**src/rtl/nrisc_pkg.sv**
```systemverilog
// Shared constants for the NRISC core, its memories and the run controller.
package nrisc_pkg;
  localparam int         NRISC_ADDR_W    = 8;
  localparam int         NRISC_DATA_W    = 8;
  localparam int         NRISC_CNT_W     = 16;
  localparam logic [7:0] HALT_OPCODE_DEF = 8'b1100_0000;

  typedef enum logic [2:0] {
    ST_IDLE  = 3'd0,
    ST_LOAD  = 3'd1,
    ST_PRIME = 3'd2,
    ST_RUN   = 3'd3,
    ST_HALT  = 3'd4,
    ST_TOUT  = 3'd5
  } estado_t;
endpackage

```
**src/rtl/contador_ciclos.sv**
```systemverilog
// Saturating cycle counter with synchronous clear/enable and a terminal-count flag.
module contador_ciclos #(
  parameter int               CNT_W = 16,
  parameter logic [CNT_W-1:0] TERM  = '1
) (
  input  logic             clock,
  input  logic             reset,
  input  logic             i_clr,
  input  logic             i_en,
  output logic [CNT_W-1:0] o_cnt,
  output logic             o_term
);
  localparam logic [CNT_W-1:0] L_ONE = {{(CNT_W-1){1'b0}}, 1'b1};

  logic [CNT_W-1:0] r_cnt;

  always_ff @(posedge clock or negedge reset) begin
    if (!reset)                      r_cnt <= '0;
    else if (i_clr)                  r_cnt <= '0;
    else if (i_en && (r_cnt != '1))  r_cnt <= r_cnt + L_ONE;
  end

  assign o_cnt  = r_cnt;
  assign o_term = (r_cnt == TERM);
endmodule

```
**src/rtl/controle_execucao.sv**
```systemverilog
// Run controller: streams a program into instruction memory, primes the core PC,
// runs the core until the halt opcode or the cycle budget, and reports the outcome.
module controle_execucao
  import nrisc_pkg::*;
#(
  parameter int                ADDR_W      = NRISC_ADDR_W,
  parameter int                DATA_W      = NRISC_DATA_W,
  parameter int                CNT_W       = NRISC_CNT_W,
  parameter logic [DATA_W-1:0] HALT_OPCODE = HALT_OPCODE_DEF,
  parameter logic [CNT_W-1:0]  MAX_CICLOS  = 16'hFFFF
) (
  input  logic              clock,
  input  logic              reset,
  input  logic              load_valid,
  output logic              load_ready,
  input  logic [ADDR_W-1:0] load_addr,
  input  logic [DATA_W-1:0] load_data,
  input  logic              load_last,
  input  logic              start,
  input  logic [ADDR_W-1:0] pc_inicial,
  input  logic [DATA_W-1:0] instr,
  output logic              mi_we,
  output logic [ADDR_W-1:0] mi_addr,
  output logic [DATA_W-1:0] mi_data,
  output logic              cpu_pc_load,
  output logic [ADDR_W-1:0] cpu_pc_val,
  output logic              cpu_run,
  output logic [CNT_W-1:0]  ciclos,
  output logic              busy,
  output logic              halted,
  output logic              timeout
);
  localparam logic [CNT_W-1:0] L_TERM = MAX_CICLOS - {{(CNT_W-1){1'b0}}, 1'b1};

  estado_t           r_state, w_next;
  logic              r_loaded;
  logic              r_we;
  logic [ADDR_W-1:0] r_addr;
  logic [DATA_W-1:0] r_data;
  logic [ADDR_W-1:0] r_pc;
  logic              w_accept, w_pc_cap, w_term;

  assign load_ready = (r_state != ST_PRIME) && (r_state != ST_RUN);
  assign w_accept   = load_valid && load_ready;

  always_ff @(posedge clock or negedge reset) begin
    if (!reset) begin
      r_state  <= ST_IDLE;
      r_loaded <= 1'b0;
      r_we     <= 1'b0;
      r_addr   <= '0;
      r_data   <= '0;
      r_pc     <= '0;
    end else begin
      r_state <= w_next;
      r_we    <= w_accept;
      if (w_accept) begin
        r_addr   <= load_addr;
        r_data   <= load_data;
        r_loaded <= load_last;
      end
      if (w_pc_cap) r_pc <= pc_inicial;
    end
  end

  // A beat always beats start; a last beat from HALT/TOUT is a complete one-byte program.
  always_comb begin
    w_next   = r_state;
    w_pc_cap = 1'b0;
    case (r_state)
      ST_IDLE: begin
        if (w_accept)                w_next = load_last ? ST_IDLE : ST_LOAD;
        else if (start && r_loaded) begin
          w_next   = ST_PRIME;
          w_pc_cap = 1'b1;
        end
      end
      ST_LOAD:  if (w_accept && load_last) w_next = ST_IDLE;
      ST_PRIME: w_next = ST_RUN;
      ST_RUN: begin
        if (instr == HALT_OPCODE) w_next = ST_HALT;
        else if (w_term)          w_next = ST_TOUT;
      end
      ST_HALT, ST_TOUT: begin
        if (w_accept)   w_next = load_last ? ST_IDLE : ST_LOAD;
        else if (start) begin
          w_next   = ST_PRIME;
          w_pc_cap = 1'b1;
        end
      end
      default: w_next = ST_IDLE;
    endcase
  end

  contador_ciclos #(.CNT_W(CNT_W), .TERM(L_TERM)) u_contador (
    .clock  (clock),
    .reset  (reset),
    .i_clr  (r_state == ST_PRIME),
    .i_en   (r_state == ST_RUN),
    .o_cnt  (ciclos),
    .o_term (w_term)
  );

  assign mi_we       = r_we;
  assign mi_addr     = r_addr;
  assign mi_data     = r_data;
  assign cpu_pc_load = (r_state == ST_PRIME);
  assign cpu_pc_val  = r_pc;
  // Gated with reset so the core freezes the instant reset asserts.
  assign cpu_run     = (r_state == ST_RUN) && reset;
  assign busy        = (r_state == ST_PRIME) || (r_state == ST_RUN);
  assign halted      = (r_state == ST_HALT);
  assign timeout     = (r_state == ST_TOUT);
endmodule

```
**config.mk**
```make
export PLATFORM = sky130hd
export DESIGN_NAME = controle_execucao
export DESIGN_NICKNAME = d
export VERILOG_FILES = /design/src/rtl/nrisc_pkg.sv /design/src/rtl/contador_ciclos.sv /design/src/rtl/controle_execucao.sv
export SDC_FILE = /design/constraint.sdc
export NUM_CORES = 1
export LEC_CHECK = 0
export CORE_ASPECT_RATIO = 0.5
export CORE_MARGIN = 8
export CORE_UTILIZATION = 40
export DETAILED_ROUTE_END_ITERATION = 8
export PLACE_DENSITY_LB_ADDON = 0.08
export SLEW_MARGIN = 15
export SYNTH_ARGS = -nofsm -noshare
export SYNTH_HDL_FRONTEND = slang
export SYNTH_HIERARCHICAL = 1
export SYNTH_SLANG_ARGS = --single-unit
```
**constraint.sdc**
```tcl
create_clock -name clock -period 4.24 [get_ports clock]
set_input_delay 0.424 -clock clock [delete_from_list [all_inputs] [get_ports clock]]
set_output_delay 0.424 -clock clock [all_outputs]
set_load 0.1 [all_outputs]
```
==> results of run 1 <==
how the worst max path moves through the flow:
stage	endpoint	slack, ns	start
finish	cpu_run	1.49	r_state[2]$_DFFE_PN0P_
global route	halted	1.39	r_state[1]$_DFFE_PN0P_
CTS	cpu_run	1.47	r_state[2]$_DFFE_PN0P_
detailed placement	cpu_run	1.82	r_state[2]$_DFFE_PN0P_
global placement	timeout	1.85	r_state[1]$_DFFE_PN0P_
floorplan	u_contador/o_cnt[6]$_DFFE_PN0P_	1.32	r_state[2]$_DFFE_PN0P_
cell families after synthesis:
kind of cell / count (synthesis) / synth area share (%)
compound gates: 37 / 11.47
fa+ha+maj: 2 / 1.135
flops: 45 / 51.08
buf+inv: 16 / 3.519
mux: 26 / 13.28
simple gates: 69 / 19.52
cell usage after synthesis, drive strengths merged:
master,instances,area [µm²]
a21o,1,7.510
nand2b,3,26.27
nor3,7,35.03
o211a,1,10.01
and3,5,32.53
nand3,8,45.04
a21oi,12,60.06
nand3b,1,7.510
o31a,1,8.760
a22o,1,8.760
or2,2,12.52
dfrtp,45,1126
nor2b,4,27.53
a31oi,1,6.260
or4,3,22.52
nor4,1,6.260
mux2,26,292.8
inv,9,33.78
buf,5,36.28
and4,5,46.29
ha,2,25.02
nand2,7,33.78
a211o,1,8.760
or3,3,18.77
nand4,8,65.06
nor2,11,43.80
clkbuf,2,7.510
a211oi,2,15.01
o21ai,6,30.03
a41oi,2,17.52
o211ai,1,12.51
a311oi,1,8.760
o31ai,3,22.52
or2b,1,7.510
o41ai,1,8.760
o311ai,1,8.760
o311a,1,10.01
o2bb2ai,1,8.760
worst reg2reg max path: cells and delay by family (launching register included):
| family | cells | cell delay, ns |
|---|---|---|
| simple gates | 3 | 0.58 |
| compound gates | 1 | 0.28 |
| flops | 1 | 0.45 |
| mux | 1 | 0.37 |
| buf+inv | 1 | 0.36 |
metrics by stage:
stage	area, µm²	std cells
final	3177	354
after detailed placement	3090	346
after floorplan	2205	195
after global placement	3090	346
after global routing	3177	354
after CTS	3177	354
where the power goes:
| group | switching [mW] | internal (mW) |
|---|---|---|
| Clock | 0.147 | 0.114 |
| Combinational | 1.11 | 0.377 |
| Sequential | 0.0906 | 0.549 |
| Total | 1.35 | 1.04 |
final cells by class:
type	count	area [µm²]	share of cell area (%)
inverter	9	33.78	1.063
clock inverter	3	17.52	0.5514
tap	73	91.34	2.875
multi-input combinational	134	1001	31.51
clock buffer	5	68.82	2.166
timing repair buffer	85	838.3	26.39
sequential	45	1126	35.45
metal layers:
metal	vias up	track usage, %
li1	893	-
met1	929	16.88
met2	53	23.03
met3	4	5.524
met4	0	3.698
met5	-	0
state kept, by name, summed over array words and instances (netlist names):
signal / flops
r_loaded: 1
cpu_pc_val: 8
mi_data: 8
mi_we: 1
mi_addr: 8
r_state: 3
u_contador/o_cnt: 16
==> tab_implementation.tex, run 1 <==
\begin{tabular}{lr}
\hline
Metric & Value \\
\hline
\multicolumn{2}{l}{\textbf{Pwr}} \\
\quad Design Power & 2.393 mW \\
\quad Leakage power total & 1.306 nW \\
\quad Power per cell area & 753.3 nW/µm² \\
\quad Maximum vdd drop & 0.5280 mV \\
\multicolumn{2}{l}{\textbf{Routing}} \\
\quad Final routed wirelength across all metal layers & 5720 µm \\
\quad Met1 WL & 2590 µm \\
\quad Wire length per cell after detailed routing & 16.16 µm \\
\quad DR DRC count & 0 \\
\quad Iter 0 DRT Violations & 83 \\
\quad Via density per instance & 5.308 \\
\quad Antenna violation net count after detailed routing & 0 \\
\quad Total iterations of the first detailed-routing run & 4 \\
\quad Sum of met2 wire segment lengths after detailed routing & 2646 µm \\
\quad Met3 Wirelength & 440 µm \\
\quad DR top layer & met4 \\
\quad Vias after detailed routing & 1879 \\
\multicolumn{2}{l}{\textbf{Global routing}} \\
\quad First-pass GRT wire length & 9128 µm \\
\quad Vias in the first global route & 1797 \\
\quad Aggregate global-route resource usage & 13.90\% \\
\quad Antenna violations before repair & 0 \\
\quad Sum of overflow across all layers after global routing & 0 \\
\quad Largest net degree at the start of global routing & 46 \\
\multicolumn{2}{l}{\textbf{Clock tree}} \\
\quad Master cell of the clock root buffer & clkbuf\_8 \\
\quad Post-CTS Hold Buffers & 0 \\
\quad Clock tree from TritonCTS & done \\
\quad Clock Path Buffers & 2 \\
\quad Clk pin slew, worst setup/hold paths & 0.08 ns \\
\quad CTS sink cnt & 45 \\
\quad Total CTS buffers & 5 \\
\quad CTS-repair resized insts & 0 \\
\quad Number of levels in the clock H-tree & 2 \\
\quad Insertion delay of the later-clocked pin in the worst-skew pair & 0.30 ns \\
\quad Buffers inserted during post-CTS setup optimization & 0 \\
\multicolumn{2}{l}{\textbf{Run}} \\
\quad Number of max-cap violations & 0 \\
\multicolumn{2}{l}{\textbf{Worst setup path}} \\
\quad R2R Path Start & r\_state[2]\$\_DFFE\_PN0P\_ \\
\quad CP Data Required Time & 3.82 ns \\
\quad Minimum setup slack among reg-to-reg paths & 2.09 ns \\
\quad Max stage delay cell, worst path & clkdlybuf4s50\_1 \\
\quad Kind of start point of the critical path & flip-flop \\
\quad Kind of critical path & flip-flop to output pin \\
\quad R2R Path End & u\_contador/o\_cnt[13]\$\_DFFE\_PN0P\_ \\
\quad Chain of cells forming the critical path & nand2b\_4 -> inv\_1 -> and3\_1 -> clkdlybuf4s50\_1 \\
\quad Crit. End Element & output pin \\
\quad Top delay family on crit path & buffers and inverters \\
\quad Arrival time of the worst setup path & 2.33 ns \\
\quad Maximum fanout encountered on the critical timing path & 7 \\
\quad CP Buf/Inv Count & 2 \\
\quad Reg2Reg Depth & 6 \\
\quad Largest stage delay on the critical path & 1.13 ns \\
\quad Crit path depth & 4 \\
\multicolumn{2}{l}{\textbf{Timing}} \\
\quad Unrepaired setup endpoints after global routing & false \\
\quad Clock skew after layout & 0.003730 ns \\
\quad Smallest hold slack & 0.2394 ns \\
\quad Post-route fraction of the period consumed by the critical path & 64.85\% \\
\quad Number of pins with negative max-slew slack in the final report & 0 \\
\quad Peak clock frequency supported by timing & 363.7 MHz \\
\quad Setup violators final & 0 \\
\quad Worst slew slack as a fraction of its limit & 32.75\% \\
\quad Final Critical Period & 2.750 ns \\
\quad Hold Fails Final Rpt & 0 \\
\quad Aggregate negative setup slack & 0 ns \\
\quad Actual slew at the worst max-slew pin & 1.006 ns \\
\quad Smallest setup slack after layout & 1.490 ns \\
\multicolumn{2}{l}{\textbf{Floorplan}} \\
\quad Area inside the core boundary & 5396 µm² \\
\quad Die X & 121.0 µm \\
\quad Chip height & 68.50 µm \\
\quad Number of cell rows & 19 \\
\quad Initial Util & 40.85\% \\
\quad Full die area & 8287 µm² \\
\quad Count of boundary I/O pins & 84 \\
\multicolumn{2}{l}{\textbf{Finish}} \\
\quad Fraction of final layout cells sized beyond drive strength 1 & 17.08\% \\
\quad Area Growth Syn to Fin & 44.10\% \\
\quad Most frequent standard cell in the layout excluding fill and tap cells & clkdlybuf4s50\_1 \\
\quad Number of nets in the layout & 319 \\
\quad Core Util, Final & 58.87\% \\
\quad FILL cells & 492 \\
\quad Commonest non-fill, non-tap cells in the layout & 81 x clkdlybuf4s50\_1, 45 x dfrtp\_1, 26 x mux2\_2 \\
\quad Antenna cells & 0 \\
\multicolumn{2}{l}{\textbf{Logic synthesis}} \\
\quad Mean post-synth cell area & 11.31 µm² \\
\quad Yosys warning total & 6 \\
\quad Flops \& latches, synth & 45 \\
\quad Distinct cell type count after synthesis & 49 \\
\quad Sequential share of the synthesized area & 51.08\% \\
\quad Area of the mapped netlist & 2205 µm² \\
\quad Net count after synthesis & 234 \\
\quad Number of instances in the synthesized netlist & 195 \\
\multicolumn{2}{l}{\textbf{Place}} \\
\quad Number of port buffers & 83 \\
\quad Routability cong. & 0.8006 \\
\quad Half-perimeter wire length of the detailed placement result & 4197 µm \\
\quad Minimum setup slack after placement & 1.822 ns \\
\multicolumn{2}{l}{\textbf{Status}} \\
\quad Status & finished clean \\
\multicolumn{2}{l}{\textbf{Hold path}} \\
\quad Min-Delay Path Class & input port to async pin \\
\hline
\end{tabular}
Note: power is estimated with default switching activity, not from simulation.
==> run 2, diff against run 1 <==
Clock period 4.24 ns to 2.5 ns, I/O delays scaled along.
==> tab_implementation.tex, run 2 (synthesized netlist as in run 1, its figures left out) <==
\begin{tabular}{lr}
\hline
Metric & Value \\
\hline
\multicolumn{2}{l}{\textbf{Routing}} \\
\quad Vias after detailed routing & 1829 \\
\quad Total iterations of the first detailed-routing run & 4 \\
\quad Sum of met2 wire segment lengths after detailed routing & 2596 µm \\
\quad Antenna violation net count after detailed routing & 0 \\
\quad DR top layer & met4 \\
\quad Final routed wirelength across all metal layers & 5649 µm \\
\quad Via density per instance & 5.152 \\
\quad Met1 WL & 2541 µm \\
\quad Wire length per cell after detailed routing & 15.91 µm \\
\quad Met3 Wirelength & 471 µm \\
\quad Iter 0 DRT Violations & 120 \\
\quad DR DRC count & 0 \\
\multicolumn{2}{l}{\textbf{Pwr}} \\
\quad Power per cell area & 1324 nW/µm² \\
\quad Portion of total power attributed to sequential cells & 26.4\% \\
\quad Maximum vdd drop & 0.8829 mV \\
\quad Net switching power of the design & 2.305 mW \\
\quad Switch share & 55.88\% \\
\quad Leakage power total & 1.387 nW \\
\quad Share of total power in combinational logic & 60.3\% \\
\quad Total internal power & 1.819 mW \\
\quad Part of the power in the clock network & 13.4\% \\
\multicolumn{2}{l}{\textbf{Floorplan}} \\
\quad Number of cell rows & 19 \\
\quad Initial Util & 40.85\% \\
\quad Chip height & 68.50 µm \\
\quad Count of boundary I/O pins & 84 \\
\quad Full die area & 8287 µm² \\
\quad Area inside the core boundary & 5396 µm² \\
\quad Die X & 121.0 µm \\
\multicolumn{2}{l}{\textbf{Finish}} \\
\quad Antenna cells & 0 \\
\quad Fraction of final layout cells sized beyond drive strength 1 & 34.40\% \\
\quad Area Growth Syn to Fin & 41.26\% \\
\quad Number of nets in the layout & 320 \\
\quad Commonest non-fill, non-tap cells in the layout & 49 x buf\_4, 45 x dfrtp\_1, 35 x clkdlybuf4s50\_1 \\
\quad Flip-flop count of the largest register, all copies and words added & 16 \\
\quad Most frequent standard cell in the layout excluding fill and tap cells & buf\_4 \\
\multicolumn{2}{l}{\textbf{Global routing}} \\
\quad Aggregate global-route resource usage & 13.81\% \\
\quad Antenna violations before repair & 0 \\
\quad Vias in the first global route & 1801 \\
\quad First-pass GRT wire length & 9156 µm \\
\quad Largest net degree at the start of global routing & 46 \\
\quad Sum of overflow across all layers after global routing & 0 \\
\multicolumn{2}{l}{\textbf{Timing}} \\
\quad Post-route fraction of the period consumed by the critical path & 76.34\% \\
\quad Hold Fails Final Rpt & 0 \\
\quad Worst slew slack as a fraction of its limit & 62.24\% \\
\quad Aggregate negative setup slack & 0 ns \\
\quad Number of pins with negative max-slew slack in the final report & 0 \\
\quad Clock skew after layout & 0.003403 ns \\
\quad Unrepaired setup endpoints after global routing & false \\
\quad Final Critical Period & 1.909 ns \\
\quad Smallest hold slack & 0.08429 ns \\
\quad Setup violators final & 0 \\
\quad Smallest setup slack after layout & 0.5915 ns \\
\quad Peak clock frequency supported by timing & 524.0 MHz \\
\quad Actual slew at the worst max-slew pin & 0.5663 ns \\
\multicolumn{2}{l}{\textbf{Clock tree}} \\
\quad Clk pin slew, worst setup/hold paths & 0.08 ns \\
\quad CTS-repair resized insts & 0 \\
\quad Total CTS buffers & 5 \\
\quad Buffers inserted during post-CTS setup optimization & 0 \\
\quad Master cell of the clock root buffer & clkbuf\_8 \\
\quad Post-CTS Hold Buffers & 0 \\
\quad Clock tree from TritonCTS & done \\
\quad Clock Path Buffers & 2 \\
\quad Insertion delay of the later-clocked pin in the worst-skew pair & 0.29 ns \\
\quad CTS sink cnt & 45 \\
\quad Number of levels in the clock H-tree & 2 \\
\multicolumn{2}{l}{\textbf{Status}} \\
\quad Status & finished clean \\
\multicolumn{2}{l}{\textbf{Worst setup path}} \\
\quad Crit. End Element & output pin \\
\quad Minimum setup slack among reg-to-reg paths & 0.63 ns \\
\quad CP Data Required Time & 2.25 ns \\
\quad Arrival time of the worst setup path & 1.66 ns \\
\quad Kind of critical path & flip-flop to output pin \\
\quad Maximum fanout encountered on the critical timing path & 11 \\
\quad Kind of start point of the critical path & flip-flop \\
\multicolumn{2}{l}{\textbf{Place}} \\
\quad Routability cong. & 0.8286 \\
\quad Minimum setup slack after placement & 0.6875 ns \\
\quad Half-perimeter wire length of the detailed placement result & 4303 µm \\
\quad Number of port buffers & 83 \\
\multicolumn{2}{l}{\textbf{Run}} \\
\quad Number of max-cap violations & 0 \\
\multicolumn{2}{l}{\textbf{Hold path}} \\
\quad Min-Delay Path Class & input port to async pin \\
\hline
\end{tabular}
## run 2: layout make-up
| class | instances | area, µm² |
|---|---|---|
| clock buffer | 5 | 68.82 |
| clock inverter | 3 | 46.29 |
| fill | 484 | 2282 |
| inverter | 9 | 33.78 |
| multi-input combinational | 134 | 1005 |
| sequential | 45 | 1126 |
| tap | 73 | 91.34 |
| timing repair buffer | 86 | 743.2 |
## run 2: power by group through the flow
stage | Combinational, mW | Sequential (mW) | Clock (mW)
2_1_floorplan | 0.648 | 2.39 | 0
3_3_place_gp | 2.49 | 1.09 | 0
3_5_place_dp | 2.50 | 1.10 | 0
4_1_cts | 2.51 | 1.09 | 0.575
5_1_grt | 2.57 | 1.12 | 0.606
6_report | 2.49 | 1.09 | 0.551
## run 2: path summary, 6_finish.rpt
kind / from / endpoint / cells past startpoint
worst max-delay path: r_state[2]$_DFFE_PN0P_ / cpu_pc_load / 3
worst min-delay path: reset / u_contador/o_cnt[12]$_DFFE_PN0P_ / 2
worst max register to register: u_contador/o_cnt[1]$_DFFE_PN0P_ / u_contador/o_cnt[11]$_DFFE_PN0P_ / 5
worst min register to register: cpu_pc_val[0]$_DFFE_PN0P_ / cpu_pc_val[0]$_DFFE_PN0P_ / 1
max in group asynchronous: reset / mi_data[4]$_DFFE_PN0P_ / 2
min in group clock: cpu_pc_val[0]$_DFFE_PN0P_ / cpu_pc_val[0]$_DFFE_PN0P_ / 1
## run 2: worst max-delay path: stages (launching register included)
cell      delay, ns
dfrtp_1        0.45
nand2b_4       0.20
nor2_2         0.45
buf_12         0.25
## run 2: metal layers
layer	up-vias	track usage, %
met5	-	0
met4	0	3.698
met3	5	4.630
met2	59	22.15
met1	870	17.81
li1	895	-
## run 2: metrics by stage
step | utilization, % | total power [mW] | area, µm² | std cells
after CTS | 57.71 | 4.171 | 3114 | 355
after detailed placement | 55.58 | 3.608 | 2999 | 347
after global routing | 57.71 | 4.301 | 3114 | 355
after floorplan | - | 3.036 | 2208 | 195
after global placement | 55.58 | 3.576 | 2999 | 347
final | 57.71 | 4.124 | 3114 | 355
==> run 3, diff against run 2 <==
Clock period 2.5 ns to 2 ns, I/O delays scaled along.
==> tab_implementation.tex, run 3 (synthesized netlist as in run 1, its figures left out) <==
\begin{tabular}{lr}
\hline
Metric & Value \\
\hline
\multicolumn{2}{l}{\textbf{Finish}} \\
\quad Post-Layout Cell Count & 356 \\
\quad FILL cells & 486 \\
\quad Commonest non-fill, non-tap cells in the layout & 45 x buf\_4, 35 x clkdlybuf4s50\_1, 33 x dfrtp\_1 \\
\quad Antenna cells & 0 \\
\quad Most frequent standard cell in the layout excluding fill and tap cells & buf\_4 \\
\quad Number of nets in the layout & 321 \\
\quad Area Growth Syn to Fin & 46.54\% \\
\quad Flip-flop count of the largest register, all copies and words added & 16 \\
\quad Register area & 1141 µm² \\
\quad Fraction of final layout cells sized beyond drive strength 1 & 39.22\% \\
\quad Total area of multi-input combinational cells & 1013 µm² \\
\multicolumn{2}{l}{\textbf{Routing}} \\
\quad Antenna violation net count after detailed routing & 0 \\
\quad Total iterations of the first detailed-routing run & 4 \\
\quad Wire length per cell after detailed routing & 16.38 µm \\
\quad Vias after detailed routing & 1875 \\
\quad Final routed wirelength across all metal layers & 5831 µm \\
\quad DR DRC count & 0 \\
\quad Iter 0 DRT Violations & 80 \\
\quad Via density per instance & 5.267 \\
\multicolumn{2}{l}{\textbf{Timing}} \\
\quad Worst slew slack as a fraction of its limit & 62.06\% \\
\quad Setup violators final & 0 \\
\quad Number of pins with negative max-slew slack in the final report & 0 \\
\quad Unrepaired setup endpoints after global routing & false \\
\quad Actual slew at the worst max-slew pin & 0.5691 ns \\
\quad Hold Fails Final Rpt & 0 \\
\quad Smallest setup slack after layout & 0.1344 ns \\
\quad Post-route fraction of the period consumed by the critical path & 93.28\% \\
\quad Final Critical Period & 1.866 ns \\
\quad Aggregate negative setup slack & 0 ns \\
\quad Peak clock frequency supported by timing & 536.0 MHz \\
\quad Clock skew after layout & 0.007754 ns \\
\multicolumn{2}{l}{\textbf{Global routing}} \\
\quad Sum of overflow across all layers after global routing & 0 \\
\quad Largest net degree at the start of global routing & 46 \\
\quad Aggregate global-route resource usage & 14.19\% \\
\quad Antenna violations before repair & 0 \\
\quad Vias in the first global route & 1879 \\
\quad First-pass GRT wire length & 9294 µm \\
\multicolumn{2}{l}{\textbf{Worst setup path}} \\
\quad Reg2Reg Depth & 6 \\
\quad Kind of critical path & flip-flop to output pin \\
\quad R2R Path End & u\_contador/o\_cnt[9]\$\_DFFE\_PN0P\_ \\
\quad Crit. End Element & output pin \\
\quad Arrival time of the worst setup path & 1.67 ns \\
\quad CP Data Required Time & 1.80 ns \\
\quad Maximum fanout encountered on the critical timing path & 18 \\
\quad R2R Path Start & r\_state[2]\$\_DFFE\_PN0P\_ \\
\quad Minimum setup slack among reg-to-reg paths & 0.17 ns \\
\quad Kind of start point of the critical path & flip-flop \\
\multicolumn{2}{l}{\textbf{Place}} \\
\quad Placed Instances & 348 \\
\quad Minimum setup slack after placement & 0.2449 ns \\
\quad Routability cong. & 0.8331 \\
\quad Number of port buffers & 83 \\
\quad Half-perimeter wire length of the detailed placement result & 4452 µm \\
\multicolumn{2}{l}{\textbf{Pwr}} \\
\quad Switch share & 53.85\% \\
\quad Power per cell area & 1668 nW/µm² \\
\quad Design Power & 5.388 mW \\
\quad Leakage power total & 1.395 nW \\
\quad Maximum vdd drop & 1.235 mV \\
\quad Total internal power & 2.487 mW \\
\quad Portion of total power attributed to sequential cells & 25.1\% \\
\quad Net switching power of the design & 2.901 mW \\
\quad Share of total power in combinational logic & 60.1\% \\
\quad Part of the power in the clock network & 14.8\% \\
\multicolumn{2}{l}{\textbf{Floorplan}} \\
\quad Area inside the core boundary & 5396 µm² \\
\quad Number of cell rows & 19 \\
\quad Die X & 121.0 µm \\
\quad Initial Util & 40.85\% \\
\quad Chip height & 68.50 µm \\
\quad Full die area & 8287 µm² \\
\quad Count of boundary I/O pins & 84 \\
\multicolumn{2}{l}{\textbf{Run}} \\
\quad Number of max-cap violations & 0 \\
\multicolumn{2}{l}{\textbf{Hold path}} \\
\quad Min-Delay Path Class & input port to async pin \\
\multicolumn{2}{l}{\textbf{Clock tree}} \\
\quad Clock Path Buffers & 2 \\
\quad Post-CTS Hold Buffers & 0 \\
\quad CTS sink cnt & 45 \\
\quad Buffers inserted during post-CTS setup optimization & 0 \\
\quad Clk pin slew, worst setup/hold paths & 0.08 ns \\
\quad Number of levels in the clock H-tree & 2 \\
\quad Clock tree from TritonCTS & done \\
\quad Total CTS buffers & 5 \\
\quad Master cell of the clock root buffer & clkbuf\_8 \\
\quad Insertion delay of the later-clocked pin in the worst-skew pair & 0.30 ns \\
\quad CTS-repair resized insts & 0 \\
\multicolumn{2}{l}{\textbf{Status}} \\
\quad Status & finished clean \\
\hline
\end{tabular}
[run 3: cell count changes in the layout (fill, tap and decap cells not counted), sizes merged]
cell    previous run  this run
buf               51        52
bufinv             1         2
inv                9         8
[run 3: power groups by stage]
stage,clock (mW),combinational [mW],sequential [mW]
2_1_floorplan,0,0.846,3.00
3_3_place_gp,0,3.24,1.35
3_5_place_dp,0,3.26,1.37
4_1_cts,0.835,3.27,1.35
5_1_grt,0.865,3.35,1.39
6_report,0.797,3.24,1.35
[run 3: final cells by class]
class | count | area share (%)
Timing Repair Buffer | 87 | 25.17
Tap cell | 73 | 2.827
Sequential cell | 45 | 35.32
Inverter | 9 | 1.162
Multi-Input combinational cell | 134 | 31.37
Clock buffer | 5 | 2.130
Clock inverter | 3 | 2.014
[run 3: worst max path at each step]
stage / from / to / slack (ns) / cells past startpoint
after global placement: r_state[2]$_DFFE_PN0P_ / u_contador/o_cnt[13]$_DFFE_PN0P_ / 0.28 / 6
after floorplan: r_state[1]$_DFFE_PN0P_ / halted / -0.18 / 3
after global routing: r_state[2]$_DFFE_PN0P_ / cpu_pc_load / 0.03 / 3
after detailed placement: r_state[1]$_DFFE_PN0P_ / u_contador/o_cnt[13]$_DFFE_PN0P_ / 0.24 / 6
final: r_state[2]$_DFFE_PN0P_ / cpu_pc_load / 0.13 / 3
after CTS: r_state[2]$_DFFE_PN0P_ / cpu_pc_load / 0.12 / 3
[run 3: metrics by stage]
step                      area, µm²  hold slack, ns  utilization [%]
final                          3231         0.01372            59.87
after CTS                      3231         0.04120            59.87
after detailed placement       3097          0.3828            57.38
after floorplan                2251        -0.09559                -
after global routing           3231         0.07283            59.87
after global placement         3097          0.3795            57.38
[run 3: metal layers]
layer / part of all wire, % / vias to the layer above / GRT usage, %
met5: 0 / - / 0
met3: 7.4 / 6 / 4.468
li1: - / 897 / -
met4: 0.94 / 0 / 5.393
met2: 49 / 51 / 24.88
met1: 42 / 921 / 16.42
[run 3: critical path: stages, from the launching register on]
cell and delay (ns):
dfrtp_1 0.46, nand2b_4 0.23, nor2_4 0.43, buf_12 0.24
